## config.mk

```make
export PLATFORM = sky130hd
export DESIGN_NAME = wb_cmd_master_flat
export DESIGN_NICKNAME = d
export VERILOG_FILES = /design/src/rtl/wb_cmd_pkg.sv /design/src/rtl/wb_cmd_master_if.sv /design/src/rtl/wb_cmd_fifo.sv /design/src/rtl/wb_cmd_master.sv /design/src/flat_wrapper.sv
export SDC_FILE = /design/constraint.sdc
export NUM_CORES = 1
export LEC_CHECK = 0
export BUFFER_PORTS_ARGS = -buffer_cell sky130_fd_sc_hd__buf_2
export CORE_MARGIN = 2
export CORE_UTILIZATION = 55
export DETAILED_ROUTE_END_ITERATION = 8
export GPL_TIMING_DRIVEN = 0
export HOLD_SLACK_MARGIN = 0.12
export PLACE_DENSITY = 0.77
export RECOVER_POWER = 25
export SKIP_LAST_GASP = 1
export SYNTH_ARGS = -nofsm -noshare
export SYNTH_HDL_FRONTEND = slang
export SYNTH_SLANG_ARGS = --single-unit
```

## constraint.sdc

```tcl
create_clock -name wb_clk_i -period 4.8 [get_ports wb_clk_i]
set_input_delay 0.24 -clock wb_clk_i [delete_from_list [all_inputs] [get_ports wb_clk_i]]
set_output_delay 0.24 -clock wb_clk_i [all_outputs]
set_load 0.02 [all_outputs]
```

## src/rtl/wb_cmd_pkg.sv

```systemverilog
// Shared definitions for the Wishbone command master: FSM states and the
// layout of a queued command word.
package wb_cmd_pkg;

    typedef enum logic [1:0] {
        IDLE = 2'd0,
        BUS  = 2'd1,
        RESP = 2'd2
    } state_t;

    localparam int CMD_W       = 1 + 32 + 32 + 4;
    localparam int CMD_SEL_LSB = 0;
    localparam int CMD_DAT_LSB = 4;
    localparam int CMD_ADR_LSB = 36;
    localparam int CMD_WE_BIT  = 68;

    // Wide enough for the largest legal TIMEOUT (65535).
    localparam int CNT_W = 16;

    function automatic logic [CMD_W-1:0] pack_cmd(
        input logic        we,
        input logic [31:0] adr,
        input logic [31:0] dat,
        input logic [3:0]  sel
    );
        logic [CMD_W-1:0] word;
        word                     = '0;
        word[CMD_WE_BIT]         = we;
        word[CMD_ADR_LSB +: 32]  = adr;
        word[CMD_DAT_LSB +: 32]  = dat;
        word[CMD_SEL_LSB +: 4]   = sel;
        return word;
    endfunction

endpackage

```

## src/rtl/wb_cmd_master_if.sv

```systemverilog
// Command, response and Wishbone bus signals of wb_cmd_master; the master
// modport is the block's view, the slave modport is its environment's view.
interface wb_cmd_master_if;

    logic        cmd_valid;
    logic        cmd_ready;
    logic        cmd_we;
    logic [31:0] cmd_adr;
    logic [31:0] cmd_dat;
    logic [3:0]  cmd_sel;

    logic        rsp_valid;
    logic        rsp_ready;
    logic [31:0] rsp_dat;
    logic        rsp_err;
    logic        busy;

    logic        wbm_cyc_o;
    logic        wbm_stb_o;
    logic        wbm_we_o;
    logic [3:0]  wbm_sel_o;
    logic [31:0] wbm_adr_o;
    logic [31:0] wbm_dat_o;
    logic        wbm_ack_i;
    logic [31:0] wbm_dat_i;

    modport master (
        input  cmd_valid, cmd_we, cmd_adr, cmd_dat, cmd_sel,
        input  rsp_ready, wbm_ack_i, wbm_dat_i,
        output cmd_ready, rsp_valid, rsp_dat, rsp_err, busy,
        output wbm_cyc_o, wbm_stb_o, wbm_we_o, wbm_sel_o, wbm_adr_o, wbm_dat_o
    );

    modport slave (
        output cmd_valid, cmd_we, cmd_adr, cmd_dat, cmd_sel,
        output rsp_ready, wbm_ack_i, wbm_dat_i,
        input  cmd_ready, rsp_valid, rsp_dat, rsp_err, busy,
        input  wbm_cyc_o, wbm_stb_o, wbm_we_o, wbm_sel_o, wbm_adr_o, wbm_dat_o
    );

endinterface

```

## src/rtl/wb_cmd_fifo.sv

```systemverilog
// Synchronous FIFO with first-word-fall-through read data; pointers carry an
// extra wrap bit so full and empty can be told apart.
module wb_cmd_fifo #(
    parameter int WIDTH = 69,
    parameter int AW    = 2
) (
    input  logic             clk,
    input  logic             reset,
    input  logic             push,
    input  logic [WIDTH-1:0] wr_data,
    input  logic             pop,
    output logic [WIDTH-1:0] rd_data,
    output logic             full,
    output logic             empty
);

    localparam int DEPTH = 1 << AW;

    logic [WIDTH-1:0] mem [DEPTH];
    logic [AW:0]      wr_ptr;
    logic [AW:0]      rd_ptr;
    logic             do_push;
    logic             do_pop;

    assign empty   = (wr_ptr == rd_ptr);
    assign full    = (wr_ptr[AW] != rd_ptr[AW]) && (wr_ptr[AW-1:0] == rd_ptr[AW-1:0]);
    assign do_push = push && !full;
    assign do_pop  = pop && !empty;
    assign rd_data = mem[rd_ptr[AW-1:0]];

    always_ff @(posedge clk or posedge reset) begin
        if (reset) begin
            wr_ptr <= '0;
            rd_ptr <= '0;
        end else begin
            if (do_push) wr_ptr <= wr_ptr + 1'b1;
            if (do_pop)  rd_ptr <= rd_ptr + 1'b1;
        end
    end

    always_ff @(posedge clk) begin
        if (do_push) mem[wr_ptr[AW-1:0]] <= wr_data;
    end

endmodule

```

## src/rtl/wb_cmd_master.sv

```systemverilog
// Wishbone classic single-cycle initiator: queues commands, runs one bus
// transaction per command and returns read data or a timeout flag.
module wb_cmd_master
    import wb_cmd_pkg::*;
#(
    parameter int FIFO_AW = 2,
    parameter int TIMEOUT = 64
) (
    input  logic            wb_clk_i,
    input  logic            wb_rst_i,
    wb_cmd_master_if.master bus
);

    localparam logic [CNT_W-1:0] CNT_LAST = CNT_W'(TIMEOUT - 1);

    state_t           state_q;
    state_t           state_d;
    logic             fifo_push;
    logic             fifo_pop;
    logic             fifo_full;
    logic             fifo_empty;
    logic [CMD_W-1:0] fifo_din;
    logic [CMD_W-1:0] fifo_dout;
    logic [CNT_W-1:0] cnt_q;
    logic             expired;
    logic             ready_q;
    logic             we_q;
    logic [31:0]      adr_q;
    logic [31:0]      dat_q;
    logic [3:0]       sel_q;
    logic [31:0]      rsp_dat_q;
    logic             rsp_err_q;

    assign fifo_push = bus.cmd_valid && bus.cmd_ready;
    assign fifo_din  = pack_cmd(bus.cmd_we, bus.cmd_adr, bus.cmd_dat, bus.cmd_sel);
    assign expired   = (cnt_q == CNT_LAST);

    wb_cmd_fifo #(
        .WIDTH (CMD_W),
        .AW    (FIFO_AW)
    ) u_fifo (
        .clk     (wb_clk_i),
        .reset   (wb_rst_i),
        .push    (fifo_push),
        .wr_data (fifo_din),
        .pop     (fifo_pop),
        .rd_data (fifo_dout),
        .full    (fifo_full),
        .empty   (fifo_empty)
    );

    always_ff @(posedge wb_clk_i or posedge wb_rst_i) begin
        if (wb_rst_i) state_q <= IDLE;
        else          state_q <= state_d;
    end

    // Ack takes priority over timeout expiry when both land in the same cycle.
    always_comb begin
        state_d  = state_q;
        fifo_pop = 1'b0;
        case (state_q)
            IDLE: begin
                if (!fifo_empty) begin
                    fifo_pop = 1'b1;
                    state_d  = BUS;
                end
            end
            BUS: begin
                if (bus.wbm_ack_i || expired) state_d = RESP;
            end
            RESP: begin
                if (bus.rsp_ready) state_d = IDLE;
            end
            default: state_d = IDLE;
        endcase
    end

    // ready_q keeps cmd_ready low until the first clock edge after reset release.
    always_ff @(posedge wb_clk_i or posedge wb_rst_i) begin
        if (wb_rst_i) begin
            ready_q   <= 1'b0;
            cnt_q     <= '0;
            we_q      <= 1'b0;
            adr_q     <= '0;
            dat_q     <= '0;
            sel_q     <= '0;
            rsp_dat_q <= '0;
            rsp_err_q <= 1'b0;
        end else begin
            ready_q <= 1'b1;
            case (state_q)
                IDLE: begin
                    if (fifo_pop) begin
                        we_q  <= fifo_dout[CMD_WE_BIT];
                        adr_q <= fifo_dout[CMD_ADR_LSB +: 32];
                        dat_q <= fifo_dout[CMD_DAT_LSB +: 32];
                        sel_q <= fifo_dout[CMD_SEL_LSB +: 4];
                        cnt_q <= '0;
                    end
                end
                BUS: begin
                    if (bus.wbm_ack_i) begin
                        rsp_dat_q <= we_q ? 32'd0 : bus.wbm_dat_i;
                        rsp_err_q <= 1'b0;
                    end else if (expired) begin
                        rsp_dat_q <= 32'd0;
                        rsp_err_q <= 1'b1;
                    end else begin
                        cnt_q <= cnt_q + 1'b1;
                    end
                end
                RESP: begin
                    if (bus.rsp_ready) begin
                        rsp_dat_q <= 32'd0;
                        rsp_err_q <= 1'b0;
                    end
                end
                default: ;
            endcase
        end
    end

    assign bus.cmd_ready = ready_q && !fifo_full;
    assign bus.rsp_valid = (state_q == RESP);
    assign bus.rsp_dat   = rsp_dat_q;
    assign bus.rsp_err   = rsp_err_q;
    assign bus.busy      = (state_q != IDLE) || !fifo_empty;
    assign bus.wbm_cyc_o = (state_q == BUS);
    assign bus.wbm_stb_o = (state_q == BUS);
    assign bus.wbm_we_o  = we_q;
    assign bus.wbm_adr_o = adr_q;
    assign bus.wbm_dat_o = dat_q;
    assign bus.wbm_sel_o = sel_q;

endmodule

```

## src/flat_wrapper.sv

```systemverilog
// flat-port wrapper written by rule: the top's interface ports become plain ports
module wb_cmd_master_flat import wb_cmd_pkg::*;
#(
    parameter int FIFO_AW = 2,
    parameter int TIMEOUT = 64
)
  (wb_clk_i, wb_rst_i, bus_cmd_valid, bus_cmd_we, bus_cmd_adr, bus_cmd_dat, bus_cmd_sel, bus_rsp_ready, bus_wbm_ack_i, bus_wbm_dat_i, bus_cmd_ready, bus_rsp_valid, bus_rsp_dat, bus_rsp_err, bus_busy, bus_wbm_cyc_o, bus_wbm_stb_o, bus_wbm_we_o, bus_wbm_sel_o, bus_wbm_adr_o, bus_wbm_dat_o);
  wb_cmd_master_if bus_i ();
  input  logic wb_clk_i;
  input  logic wb_rst_i;
  input wire logic [$bits(bus_i.cmd_valid)-1:0] bus_cmd_valid;
  input wire logic [$bits(bus_i.cmd_we)-1:0] bus_cmd_we;
  input wire logic [$bits(bus_i.cmd_adr)-1:0] bus_cmd_adr;
  input wire logic [$bits(bus_i.cmd_dat)-1:0] bus_cmd_dat;
  input wire logic [$bits(bus_i.cmd_sel)-1:0] bus_cmd_sel;
  input wire logic [$bits(bus_i.rsp_ready)-1:0] bus_rsp_ready;
  input wire logic [$bits(bus_i.wbm_ack_i)-1:0] bus_wbm_ack_i;
  input wire logic [$bits(bus_i.wbm_dat_i)-1:0] bus_wbm_dat_i;
  output wire logic [$bits(bus_i.cmd_ready)-1:0] bus_cmd_ready;
  output wire logic [$bits(bus_i.rsp_valid)-1:0] bus_rsp_valid;
  output wire logic [$bits(bus_i.rsp_dat)-1:0] bus_rsp_dat;
  output wire logic [$bits(bus_i.rsp_err)-1:0] bus_rsp_err;
  output wire logic [$bits(bus_i.busy)-1:0] bus_busy;
  output wire logic [$bits(bus_i.wbm_cyc_o)-1:0] bus_wbm_cyc_o;
  output wire logic [$bits(bus_i.wbm_stb_o)-1:0] bus_wbm_stb_o;
  output wire logic [$bits(bus_i.wbm_we_o)-1:0] bus_wbm_we_o;
  output wire logic [$bits(bus_i.wbm_sel_o)-1:0] bus_wbm_sel_o;
  output wire logic [$bits(bus_i.wbm_adr_o)-1:0] bus_wbm_adr_o;
  output wire logic [$bits(bus_i.wbm_dat_o)-1:0] bus_wbm_dat_o;
  assign bus_i.cmd_valid = bus_cmd_valid;
  assign bus_i.cmd_we = bus_cmd_we;
  assign bus_i.cmd_adr = bus_cmd_adr;
  assign bus_i.cmd_dat = bus_cmd_dat;
  assign bus_i.cmd_sel = bus_cmd_sel;
  assign bus_i.rsp_ready = bus_rsp_ready;
  assign bus_i.wbm_ack_i = bus_wbm_ack_i;
  assign bus_i.wbm_dat_i = bus_wbm_dat_i;
  assign bus_cmd_ready = bus_i.cmd_ready;
  assign bus_rsp_valid = bus_i.rsp_valid;
  assign bus_rsp_dat = bus_i.rsp_dat;
  assign bus_rsp_err = bus_i.rsp_err;
  assign bus_busy = bus_i.busy;
  assign bus_wbm_cyc_o = bus_i.wbm_cyc_o;
  assign bus_wbm_stb_o = bus_i.wbm_stb_o;
  assign bus_wbm_we_o = bus_i.wbm_we_o;
  assign bus_wbm_sel_o = bus_i.wbm_sel_o;
  assign bus_wbm_adr_o = bus_i.wbm_adr_o;
  assign bus_wbm_dat_o = bus_i.wbm_dat_o;
  wb_cmd_master #(.FIFO_AW(FIFO_AW), .TIMEOUT(TIMEOUT)) u_core (.wb_clk_i(wb_clk_i), .wb_rst_i(wb_rst_i), .bus(bus_i));
endmodule
```

==> results.cfg <==
[status]
status = completed

[global_routing]
antenna_found_initial = 3
grt_overflow = 0
grt_pass1_wl_um = 49200
grt_pass1_vias = 9165
track_usage = 0.221
grt_max_degree = 86

[synthesis]
yosysUniqueCellTypes = 52
ys_seq_area_frac = 0.744
syn_nets = 903
yosysWarnings = 0
synthFlopType = edfxtp_1
synth_edf_count = 276
yosys.area.top_type = edfxtp_1
syn_area_per_cell_um2 = 19.5
netlist_area_um2 = 15400
postSynthCellCount = 791
synth_top_area_frac = 0.538
synth-seq-cells = 403
synth-async-reset-ratio = 0.315
synthTopCellsByArea = edfxtp_1, dfrtp_1, mux4_2

[finish]
final_common_cell = edfxtp_1
area_growth_pct = 26.4
final_area_um2 = 19500
drive_above_1_share = 0.325
nNetsFinal = 1267
final_cell_mix = edfxtp_1, buf_2, dfrtp_1, dlygate4sd3_1, clkbuf_1

[timing]
period_needed_ns = 2.71
hold_viol_final = 0
finClkSkew_ns = 0.0148
finalCritPeriodShare = 0.564
rsz0062_at_grt = false
holdWs_ns = 0.332
tightest_slew_ns = 0.908
finalMaxSlewViolations = 0
fmax_mhz = 370
setup_ws_ns = 2.09
maxSlewHeadroom = 0.394
report.final.setup_viol = 0

[clock_network]
cts_sinks = 403
htreeDepth = 2
clockBufferDepth = 3
clock-root-buffer = clkbuf_16
clk_pin_slew_worst_paths_ns = 0.06
cts_buffers = 40
cts_tree = done
clk_latency_ns = 0.52

[floorplan]
rows = 61
die_area_um2 = 29400
start_util = 0.556
fp.dieH_um = 171
die_x_um = 171
core_area_um2 = 27700
io_pins = 213

[critical_path]
worstPathMaxFanout = 10
path_class = flip-flop to flip-flop
startpoint_type = flip-flop
endpoint_kind = flip-flop
cp_data_arrival_time_ns = 3.10
cp.required_ns = 5.19

[flow_run]
cap_violations = 0

[power]
p_total_uw = 12300
ir_drop_uv = 360
power_density_nw_per_um2 = 630
leakagePower_uw = 0.00724

[routing]
vias_per_cell = 5.44
drt-pass1-iter-count = 5
vias = 8537
drcViolationCount = 0
drt-total-wl_um = 32300
drt_iter0_markers = 523
ant_nets = 0
routedWlPerCell_um = 20.6

[placed_design]
pre_cts_ws_ns = 2.03
place_hpwl_um = 18700
globalplace.congestion = 0.780
dpl_cell_area_um2 = 17100
portBuffers = 212

[hold_path]
hold_class = input pin to asynchronous set/reset pin
[routing by layer]
layer | global-route usage | wire [µm]
met1 | 0.266 | 12800
met2 | 0.403 | 16700
met3 | 0.0536 | 2180
met4 | 0.0564 | 619
met5 | 0 | 0
[through the flow]
stage / cells / utilization / TNS [ns]
3_5_place_dp: 1386 / 0.617 / 0
3_3_place_gp: 1381 / 0.611 / -110.51
4_1_cts: 1565 / 0.705 / 0
5_1_grt: 1567 / 0.703 / 0
6_report: 1568 / 0.703 / 0
2_1_floorplan: 791 / - / 0
[worst paths after layout]
check | from | endpoint | slack [ns] | cells past startpoint
min in group wb_clk_i | bus_cmd_sel[3] | u_core.u_fifo.mem[2][3] | 0.50 | 2
worst max-delay path | u_core.u_fifo.rd_ptr[1] | u_core.bus.wbm_dat_o[26] | 2.09 | 6
worst max register to register | u_core.u_fifo.rd_ptr[1] | u_core.bus.wbm_dat_o[26] | 2.09 | 6
max in group asynchronous | wb_rst_i | u_core.bus.wbm_dat_o[6] | 3.64 | 4
worst min-delay path | wb_rst_i | u_core.bus.rsp_dat[30] | 0.33 | 3
worst min register to register | u_core.bus.wbm_dat_o[26] | u_core.bus.wbm_dat_o[26] | 0.50 | 1
[state kept, by name (all words and copies together) (netlist names)]
signal                flops
u_core.bus.wbm_we_o       1
u_core.state_q            2
u_core.bus.rsp_err        1
u_core.u_fifo.wr_ptr      3
u_core.ready_q            1
u_core.u_fifo.mem       276
u_core.bus.wbm_adr_o     32
u_core.bus.wbm_dat_o     32
u_core.cnt_q             16
u_core.u_fifo.rd_ptr      3
u_core.bus.wbm_sel_o      4
u_core.bus.rsp_dat       32
[cells in the mapped netlist, types with 2 or more instances]
cell type      instances
a22o_1                 2
nand3_1                5
ha_1                   6
a21oi_1                5
inv_1                 11
xor2_1                 2
edfxtp_1             276
nor2_1                 3
buf_4                  4
or2_2                  2
nor3_1                 2
buf_2                  5
buf_1                  5
xnor2_1                8
or3_1                  4
nor4_1                 3
buf_12                 3
o41ai_1                2
mux4_2                69
a21o_1                 2
or4_1                  4
dfrtp_1              127
mux2i_1               36
o31ai_1                4
mux2_2                71
nand2_1               76
o311ai_0               2
nand4_1                4
clkbuf_1              17
and3_1                 4
o21ai_0                4
dlygate4sd1_1          3
[area by class of cell]
cell class	instances	area (µm²)
Sequential cell	403	11500
Fill cell	1766	8240
Multi-Input combinational cell	338	3670
Timing Repair Buffer	322	2180
Clock buffer	53	1120
Tap cell	378	473
Clock inverter	21	262
Buffer	39	240
Inverter	11	46.3
Antenna cell	3	7.51
[timing repair]
item,in CTS,in global routing
setup buffers,0,0
resized for setup,0,0
endpoints found under the hold margin,354,0
hold buffers,105,0
[worst max-delay path, cell delays in order (launching register included)]
cell and delay (ns):
dfrtp_1 0.38, buf_2 0.21, xnor2_1 0.21, a311oi_2 0.71
buf_2 0.40, buf_2 0.32, mux2_2 0.36
[report_power, final]
| group | internal, µW | switching (µW) | leakage [µW] | total [µW] |
|---|---|---|---|---|
| clock network | 1970 | 1270 | 0.000668 | 3240 |
| registers | 4540 | 360 | 0.00409 | 4900 |
| logic | 1870 | 2250 | 0.00249 | 4120 |
[logic make-up after synthesis]
kind of cell,count (synthesis),synth area share
DFF,403,0.744
adders and majority gates,6,0.00487
and+or+nand+nor,117,0.0370
other,1,0.000243
xor gates and xnor gates,10,0.00569
buffers and inverters,50,0.0183
muxes,176,0.176
AOI/OAI and AO/OA,28,0.0132
No activity file was read; power rests on OpenSTA's default activity.
